$ cat config.mk
export PLATFORM = sky130hd
export DESIGN_NAME = multicycle_control
export DESIGN_NICKNAME = d
export VERILOG_FILES = /design/src/rtl/multicycle_control.sv
export SDC_FILE = /design/constraint.sdc
export NUM_CORES = 1
export LEC_CHECK = 0
export CAP_MARGIN = 20
export CELL_PAD_IN_SITES_DETAIL_PLACEMENT = 1
export CELL_PAD_IN_SITES_GLOBAL_PLACEMENT = 2
export CORE_MARGIN = 1
export CORE_UTILIZATION = 29
export CTS_CLUSTER_SIZE = 14
export DETAILED_ROUTE_END_ITERATION = 6
export GPL_ROUTABILITY_DRIVEN = 0
export PLACE_DENSITY = 0.81
export SETUP_SLACK_MARGIN = 0.1
export SYNTH_ARGS = -nofsm -noshare
export SYNTH_HDL_FRONTEND = slang
export SYNTH_SLANG_ARGS = --single-unit
$ cat constraint.sdc
create_clock -name clk -period 4.6 [get_ports clk]
set_input_delay 1.15 -clock clk [delete_from_list [all_inputs] [get_ports clk]]
set_output_delay 1.15 -clock clk [all_outputs]
set_load 0.02 [all_outputs]
$ cat src/rtl/multicycle_control.sv
// multicycle_control: main sequencing FSM of the multi-cycle datapath.
// Drives every datapath select/enable per step, stalls on mem_ready, counts retirements.
`default_nettype none

module multicycle_control #(
   parameter int CNT_W = 16
) (
   input  logic             clk,
   input  logic             reset_n,
   input  logic [5:0]       opcode,
   input  logic             mem_ready,
   output logic             pcwrite,
   output logic             pcwritecond,
   output logic             iord,
   output logic             memread,
   output logic             memwrite,
   output logic             irwrite,
   output logic             memtoreg,
   output logic             regdst,
   output logic             regwrite,
   output logic             alusrca,
   output logic [1:0]       alusrcb,
   output logic [1:0]       pcsource,
   output logic [2:0]       aluop,
   output logic             branch_ne,
   output logic [3:0]       state,
   output logic             instr_done,
   output logic             illegal,
   output logic [CNT_W-1:0] instr_count
);

   typedef enum logic [3:0] {
      S_FETCH    = 4'd0,
      S_DECODE   = 4'd1,
      S_MEMADDR  = 4'd2,
      S_MEMREAD  = 4'd3,
      S_MEMWB    = 4'd4,
      S_MEMWRITE = 4'd5,
      S_RTYPE_EX = 4'd6,
      S_RTYPE_WB = 4'd7,
      S_BRANCH   = 4'd8,
      S_JUMP     = 4'd9,
      S_IMM_EX   = 4'd10,
      S_IMM_WB   = 4'd11
   } state_t;

   localparam logic [5:0] OP_R    = 6'b000000;
   localparam logic [5:0] OP_LW   = 6'b100011;
   localparam logic [5:0] OP_SW   = 6'b101011;
   localparam logic [5:0] OP_BEQ  = 6'b000100;
   localparam logic [5:0] OP_BNE  = 6'b000101;
   localparam logic [5:0] OP_J    = 6'b000010;
   localparam logic [5:0] OP_ADDI = 6'b001000;
   localparam logic [5:0] OP_ANDI = 6'b001100;
   localparam logic [5:0] OP_ORI  = 6'b001101;
   localparam logic [5:0] OP_SLTI = 6'b001010;

   state_t           state_q, state_d;
   logic [5:0]       op_q;
   logic [CNT_W-1:0] cnt_q;

   always_ff @(posedge clk or negedge reset_n) begin
      if (!reset_n) begin
         state_q <= S_FETCH;
         op_q    <= 6'd0;
         cnt_q   <= '0;
      end else begin
         state_q <= state_d;
         if (state_q == S_DECODE) begin
            op_q <= opcode;
         end
         if (instr_done) begin
            cnt_q <= cnt_q + CNT_W'(1);
         end
      end
   end

   always_comb begin
      state_d     = state_q;
      pcwrite     = 1'b0;
      pcwritecond = 1'b0;
      iord        = 1'b0;
      memread     = 1'b0;
      memwrite    = 1'b0;
      irwrite     = 1'b0;
      memtoreg    = 1'b0;
      regdst      = 1'b0;
      regwrite    = 1'b0;
      alusrca     = 1'b0;
      alusrcb     = 2'b00;
      pcsource    = 2'b00;
      aluop       = 3'b000;
      branch_ne   = 1'b0;
      instr_done  = 1'b0;
      illegal     = 1'b0;

      case (state_q)
         S_FETCH: begin
            memread = 1'b1;
            alusrcb = 2'b01;
            aluop   = 3'b001;
            pcwrite = mem_ready;
            irwrite = mem_ready;
            if (mem_ready) state_d = S_DECODE;
         end
         S_DECODE: begin
            alusrcb = 2'b11;
            aluop   = 3'b001;
            // The only path from the live opcode: dispatch and the illegal flag.
            case (opcode)
               OP_R:                                state_d = S_RTYPE_EX;
               OP_LW, OP_SW:                        state_d = S_MEMADDR;
               OP_BEQ, OP_BNE:                      state_d = S_BRANCH;
               OP_J:                                state_d = S_JUMP;
               OP_ADDI, OP_ANDI, OP_ORI, OP_SLTI:   state_d = S_IMM_EX;
               default: begin
                  state_d = S_FETCH;
                  illegal = 1'b1;
               end
            endcase
         end
         S_MEMADDR: begin
            alusrca = 1'b1;
            alusrcb = 2'b10;
            aluop   = 3'b001;
            state_d = (op_q == OP_SW) ? S_MEMWRITE : S_MEMREAD;
         end
         S_MEMREAD: begin
            memread = 1'b1;
            iord    = 1'b1;
            if (mem_ready) state_d = S_MEMWB;
         end
         S_MEMWB: begin
            regwrite   = 1'b1;
            memtoreg   = 1'b1;
            instr_done = 1'b1;
            state_d    = S_FETCH;
         end
         S_MEMWRITE: begin
            memwrite   = 1'b1;
            iord       = 1'b1;
            instr_done = mem_ready;
            if (mem_ready) state_d = S_FETCH;
         end
         S_RTYPE_EX: begin
            alusrca = 1'b1;
            state_d = S_RTYPE_WB;
         end
         S_RTYPE_WB: begin
            regdst     = 1'b1;
            regwrite   = 1'b1;
            instr_done = 1'b1;
            state_d    = S_FETCH;
         end
         S_BRANCH: begin
            alusrca     = 1'b1;
            aluop       = 3'b010;
            pcwritecond = 1'b1;
            pcsource    = 2'b01;
            branch_ne   = (op_q == OP_BNE);
            instr_done  = 1'b1;
            state_d     = S_FETCH;
         end
         S_JUMP: begin
            pcwrite    = 1'b1;
            pcsource   = 2'b10;
            instr_done = 1'b1;
            state_d    = S_FETCH;
         end
         S_IMM_EX: begin
            alusrca = 1'b1;
            alusrcb = 2'b10;
            case (op_q)
               OP_ANDI: aluop = 3'b011;
               OP_ORI:  aluop = 3'b100;
               OP_SLTI: aluop = 3'b101;
               default: aluop = 3'b001;
            endcase
            state_d = S_IMM_WB;
         end
         S_IMM_WB: begin
            regwrite   = 1'b1;
            instr_done = 1'b1;
            state_d    = S_FETCH;
         end
         default: state_d = S_FETCH;
      endcase
   end

   assign state       = state_q;
   assign instr_count = cnt_q;

endmodule

`default_nettype wire

==> key figures, run 1 <==
Min path
  • Hold path depth: 1
  • Hold endpoint: instr_count[15]$_DFFE_PN0P_
  • HP Class: register to register
  • HP Start: instr_count[15]$_DFFE_PN0P_

Setup path
  • CP required: 3.45 ns
  • CP delay by family, top: buffers and inverters
  • Worst-path fanout max: 7
  • Buf/Inv on CP: 2
  • Crit path DAT: 2.89 ns
  • Reg2reg end: instr_count[9]$_DFFE_PN0P_
  • Crit path launch type: primary input
  • Worst R2R Path Depth: 4
  • CP peak stage delay: 0.53 ns
  • Most used cell along the critical path: clkdlybuf4s50_1
  • Critical path class: primary input to primary output
  • Worst path cell trace: clkdlybuf4s50_1, or3b_4, a21oi_4, nor2_2, clkdlybuf4s50_1
  • Critical Path End Type: primary output
  • RR Startpoint: state[0]$_DFFE_PN0P_
  • Reg2Reg Setup Slack: 2.69 ns
  • Worst path slowest cell: clkdlybuf4s50_1

Cells and area
  • Finished Layout Cells: 287
  • Fin nets: 229
  • Commonest cells after routing, fill and taps aside: 48 x clkdlybuf4s50_1, 26 x dfrtp_1, 15 x xor2_1, 12 x nor2_1
  • Layout cell share with drive strength beyond 1: 10.1%
  • Area Overhead vs Synth: 37.8%
  • Fillers: 588
  • Antenna diode count: 0
  • Commonest non-fill, non-tap cell in the layout: clkdlybuf4s50_1

Synthesis
  • Synthesized area: 1580 sq um
  • Post-synth EDFFs: 0
  • Mapped Cells: 170
  • Post-synth ARST share: 100%
  • Synthesized flop and latch total: 26
  • Largest cells by area after synthesis: dfrtp_1 41%, xor2_1 8.3%, mux2_2 3.6%
  • Syn. warnings: 0
  • Top cell type's share of synthesized area: 41.1%
  • Top cell type by total area after synthesis: dfrtp_1
  • Syn Nets: 180
  • Post-synth top flop: dfrtp_1
  • Seq/Total Area, Yosys: 41.1%
  • Synthesized area per cell: 9.32 sq um
  • Synth unique cells: 46

Timing
  • Worst setup margin: 0.561 ns
  • Fmax: 0.248 GHz
  • Final hold violation count: 0
  • Fin Hold WS: 0.474 ns
  • Setup TNS: 0 ns
  • Final Cycle Share: 87.8%
  • RSZ-0062 raised after global routing: false
  • Final setup viols: 0
  • Clock skew: 0.00744 ns
  • Post-route minimum period: 4.04 ns
  • Slew headroom: 60.9%
  • Slew Limit Fails: 0
  • Worst-margin pin slew: 0.587 ns

CTS
  • Hold Buf Count CTS: 0
  • Root Buffer: clkbuf_8
  • Clock transition at path regs: 0.09 ns
  • Clock sink total: 26
  • Post-CTS Setup Inserts: 0
  • Resize count post-CTS: 0
  • CTS tree: done
  • Clock latency at the later pin of the worst-skew pair: 0.27 ns
  • CTS max path bufs: 2
  • Number of CTS-inserted buffers: 3
  • H-tree levels: 1

Global route
  • GR Util met1: 21.8%
  • Antenna violations before repair: 0
  • First-pass GRT wire length: 7360 microns
  • Met2 Track Usage GR: 25.7%
  • Total GRT Usage: 15.8%
  • Global routing's busiest layer: met2
  • Vias in the first global route: 1,458
  • Largest net degree at the start of global routing: 27
  • M3 GR Usage: 3.13%
  • Grt ovf: 0

Die
  • I/O pin count: 49
  • Effective utilization at floorplan: 30.6%
  • Die Area: 5760 sq um
  • Die height: 75.9 microns
  • Core Box Area: 5170 sq um
  • Chip Width: 75.9 microns
  • Row count: 26

Place
  • Worst slack, placed: 0.566 ns
  • HPWL after DPL: 3200 microns
  • Buffers on Ports: 48
  • Inst Count DP: 284

Detailed routing
  • Routed vias: 1,439
  • Drt wl/cell: 14.9 microns
  • Post-DRT Antenna Nets: 0
  • Drt drc: 0
  • DRT iter0 DRCs: 58
  • Vias per cell: 5.01
  • Iteration count of the initial detailed-routing pass: 4
  • Routed wire length: 4260 microns

Outcome
  • Status: completed

Power
  • Overall Power: 1150 uW
  • Leakage: 0.000908 uW
  • PwrDens: 528 nW/um^2
  • VDD IR-drop max: 0.000177 V

Job
  • Max Cap Violations: 0
-- cells in the mapped netlist, types with 4 or more instances --
library cell	n
nor2_1	12
mux2_2	5
inv_1	4
nand4_1	4
nand2b_1	5
a21oi_1	10
o21ai_0	5
nor4_1	7
dfrtp_1	26
nor3_1	11
nor2b_1	4
nor3b_1	4
nand3_1	4
nand2_1	11
xor2_1	15
clkbuf_1	4
and3_1	4
-- routing by layer --
metal  wire (microns)  part of all wire [%]
met1             2030                    48
met2             2080                    49
met3              129                   3.0
met4               27                  0.63
met5                0                     0
-- logic make-up after synthesis --
kind of cell	count (synthesis)	synth area share [%]
buf+inv	13	3.95
compound gates	27	11.5
fa+ha+maj	1	0.790
flops	26	41.1
simple gates	81	29.4
mux	6	4.50
xor+xnor	16	8.85
-- through the flow --
step	utilization (%)	area (sq um)
3_3_place_gp	41.4	2140
4_1_cts	42.2	2180
5_1_grt	42.2	2180
3_5_place_dp	41.4	2140
2_1_floorplan	-	1580
6_report	42.2	2180
-- report_power, final --
part	switching [uW]	internal, uW	leakage, uW	total, uW
clock	67.5	58.6	0.0000216	126
sequential	91.9	286	0.000341	377
combinational	330	318	0.000546	648
-- flip-flops by register name, summed over array words and instances (netlist names) --
signal	cells
instr_count	16
op_q	6
state	4
-- area by class of cell --
cell class	count	area (sq um)	share of cell area (%)
Multi-Input combinational cell	131	871	39.9
Sequential cell	26	651	29.8
Timing Repair Buffer	53	518	23.7
Tap cell	70	87.6	4.01
Clock buffer	3	41.3	1.89
Inverter	4	15.0	0.688
-- worst max-delay path by stage --
stage / slack (ns) / startpoint / cells after the start / end
6_report: 0.56 / mem_ready / 5 / instr_done
5_1_grt: 0.43 / opcode[1] / 6 / illegal
4_1_cts: 0.56 / mem_ready / 5 / instr_done
3_5_place_dp: 0.57 / mem_ready / 5 / instr_done
3_3_place_gp: 0.57 / mem_ready / 5 / instr_done
2_1_floorplan: 1.37 / state[3]$_DFFE_PN0P_ / 5 / branch_ne
Note: power is estimated with default switching activity, not from simulation.
==> run 2, diff against run 1 <==
--- a/config.mk
+++ b/config.mk
@@ -7,13 +7,13 @@
 export LEC_CHECK = 0
 export CAP_MARGIN = 20
 export CELL_PAD_IN_SITES_DETAIL_PLACEMENT = 1
-export CELL_PAD_IN_SITES_GLOBAL_PLACEMENT = 2
+export CELL_PAD_IN_SITES_GLOBAL_PLACEMENT = 1
 export CORE_MARGIN = 1
-export CORE_UTILIZATION = 29
+export CORE_UTILIZATION = 37
 export CTS_CLUSTER_SIZE = 14
 export DETAILED_ROUTE_END_ITERATION = 6
 export GPL_ROUTABILITY_DRIVEN = 0
-export PLACE_DENSITY = 0.81
+export PLACE_DENSITY = 0.83
 export SETUP_SLACK_MARGIN = 0.1
 export SYNTH_ARGS = -nofsm -noshare
 export SYNTH_HDL_FRONTEND = slang
==> run 2 against run 1 <==
  * Setup slack lost 0.083 ns
  * Clock power up 53%
  * Register-to-register slack worse by 0.12 ns
  * Power rose by 6.4%
  * Clock-buffer cell count is the same
  * Critical path type unchanged
  * Critical endpoint is now illegal
==> key figures, run 2 (synthesis gave the netlist of run 1 again) <==
Die
  • Core Box Area: 4060 sq um
  • Row count: 23
  • I/O pin count: 49
  • Die Area: 4550 sq um
  • Die height: 67.4 microns
  • Chip Width: 67.4 microns
  • Effective utilization at floorplan: 39.0%

Cells and area
  • Commonest non-fill, non-tap cell in the layout: clkdlybuf4s50_1
  • Final core utilization: 53.4%
  • Fin nets: 226
  • Layout cell share with drive strength beyond 1: 9.30%
  • Antenna diode count: 0
  • Largest register FFs: 16
  • Area Overhead vs Synth: 36.7%
  • Commonest cells after routing, fill and taps aside: 48 x clkdlybuf4s50_1, 26 x dfrtp_1, 15 x xor2_1, 12 x nor2_1

Detailed routing
  • Drt drc: 0
  • Vias per cell: 5.71
  • DRT iter0 DRCs: 76
  • Routed wire length: 4630 microns
  • Routed vias: 1,513
  • Drt wl/cell: 17.5 microns
  • Post-DRT Antenna Nets: 0
  • Iteration count of the initial detailed-routing pass: 4

Place
  • HPWL after DPL: 3340 microns
  • Buffers on Ports: 48

CTS
  • H-tree levels: 1
  • Root Buffer: clkbuf_8
  • Clock latency at the later pin of the worst-skew pair: 0.28 ns
  • Hold Buf Count CTS: 0
  • Clock sink total: 26
  • Post-CTS Setup Inserts: 0
  • Number of CTS-inserted buffers: 3
  • Clock transition at path regs: 0.09 ns
  • CTS max path bufs: 2
  • Resize count post-CTS: 0
  • CTS tree: done

Setup path
  • Crit path launch type: primary input
  • Crit path DAT: 2.97 ns
  • Worst-path fanout max: 5
  • Crit path from: opcode[2]
  • RR Startpoint: state[0]$_DFFE_PN0P_
  • Worst path slowest cell: clkdlybuf4s50_1
  • CP peak stage delay: 0.56 ns
  • CP delay by family, top: buffers and inverters
  • Worst path cell trace: clkdlybuf4s50_1, nor2b_1, a21oi_1, a21oi_1, nor2_1, clkdlybuf4s50_1
  • CP required: 3.45 ns
  • Critical Path End Type: primary output
  • Reg2Reg Setup Slack: 2.57 ns
  • Critical path class: primary input to primary output
  • Buf/Inv on CP: 2

Timing
  • Fmax: 0.243 GHz
  • Final setup viols: 0
  • Final Cycle Share: 89.6%
  • Slew Limit Fails: 0
  • Post-route minimum period: 4.12 ns
  • Final hold violation count: 0
  • RSZ-0062 raised after global routing: false
  • Clock skew: 0.00507 ns
  • Fin Hold WS: 0.480 ns
  • Slew headroom: 54.7%
  • Setup TNS: 0 ns
  • Worst-margin pin slew: 0.675 ns

Power
  • Comb power frac: 51.4%
  • Clock Power Share: 15.7%
  • Sw Ratio: 42.3%
  • Leakage: 0.000907 uW
  • PwrDens: 566 nW/um^2
  • Reg power frac: 32.9%
  • Sw power: 518 uW
  • Pint: 707 uW
  • VDD IR-drop max: 0.000264 V

Job
  • Max Cap Violations: 0

Global route
  • Antenna violations before repair: 0
  • First-pass GRT wire length: 7590 microns
  • Vias in the first global route: 1,544
  • Grt ovf: 0
  • Total GRT Usage: 22.7%
  • Largest net degree at the start of global routing: 27

Min path
  • HP Start: instr_count[15]$_DFFE_PN0P_
  • HP Class: register to register

Outcome
  • Status: completed
## run 2: worst reg2reg max path, cell delays in order, from the launching register on
cell and delay (ns):
dfrtp_1 0.69, nand2b_1 0.26, nor3_2 0.57, mux2_2 0.41
## run 2: worst paths after layout
| check | to | cells past startpoint |
|---|---|---|
| worst min register to register | instr_count[15]$_DFFE_PN0P_ | 1 |
| max in group asynchronous | state[0]$_DFFE_PN0P_ | 2 |
| worst min-delay path | instr_count[15]$_DFFE_PN0P_ | 1 |
| worst max register to register | op_q[5]$_DFFE_PN0P_ | 3 |
| worst max-delay path | illegal | 6 |
| min in group asynchronous | op_q[2]$_DFFE_PN0P_ | 2 |
## run 2: power by group through the flow
stage	registers (uW)	logic [uW]	clock network, uW
final	403	629	193
after detailed placement	406	626	0
after CTS	403	635	197
after global routing	420	675	207
after global placement	400	607	0
after floorplan	376	391	0
## run 2: final cells by class
cell class | count | area [sq um]
Clock inverter | 1 | 30.0
Tap cell | 50 | 62.6
Clock buffer | 3 | 41.3
Multi-Input combinational cell | 131 | 871
Fill cell | 476 | 1890
Sequential cell | 26 | 651
Inverter | 4 | 15.0
Timing Repair Buffer | 50 | 495
## run 2: metal layers
metal	wire length [microns]	up-vias	global-route usage, %	share of wire [%]
met5	0	-	0	0
met1	2040	748	28.3	44
met4	171	0	13.3	3.7
li1	-	703	-	-
met3	172	13	2.87	3.7
met2	2250	49	37.3	49
## run 2: per-stage QoR
| step | setup slack (ns) | power [uW] | area, sq um | cells |
|---|---|---|---|---|
| 6_report | 0.478 | 1230 | 2170 | 265 |
| 5_1_grt | 0.437 | 1300 | 2170 | 265 |
| 4_1_cts | 0.513 | 1240 | 2170 | 265 |
| 3_5_place_dp | 0.535 | 1030 | 2090 | 261 |
| 3_3_place_gp | 0.556 | 1010 | 2090 | 261 |
| 2_1_floorplan | 1.37 | 768 | 1580 | 170 |
==> run 3, diff against run 2 <==
--- a/config.mk
+++ b/config.mk
@@ -15,6 +15,7 @@
 export GPL_ROUTABILITY_DRIVEN = 0
 export PLACE_DENSITY = 0.83
 export SETUP_SLACK_MARGIN = 0.1
+export SKIP_LAST_GASP = 1
 export SYNTH_ARGS = -nofsm -noshare
 export SYNTH_HDL_FRONTEND = slang
 export SYNTH_SLANG_ARGS = --single-unit
==> results of run 3 <==
Same layout as run 2: the final DEF is identical, and so are final timing and power.
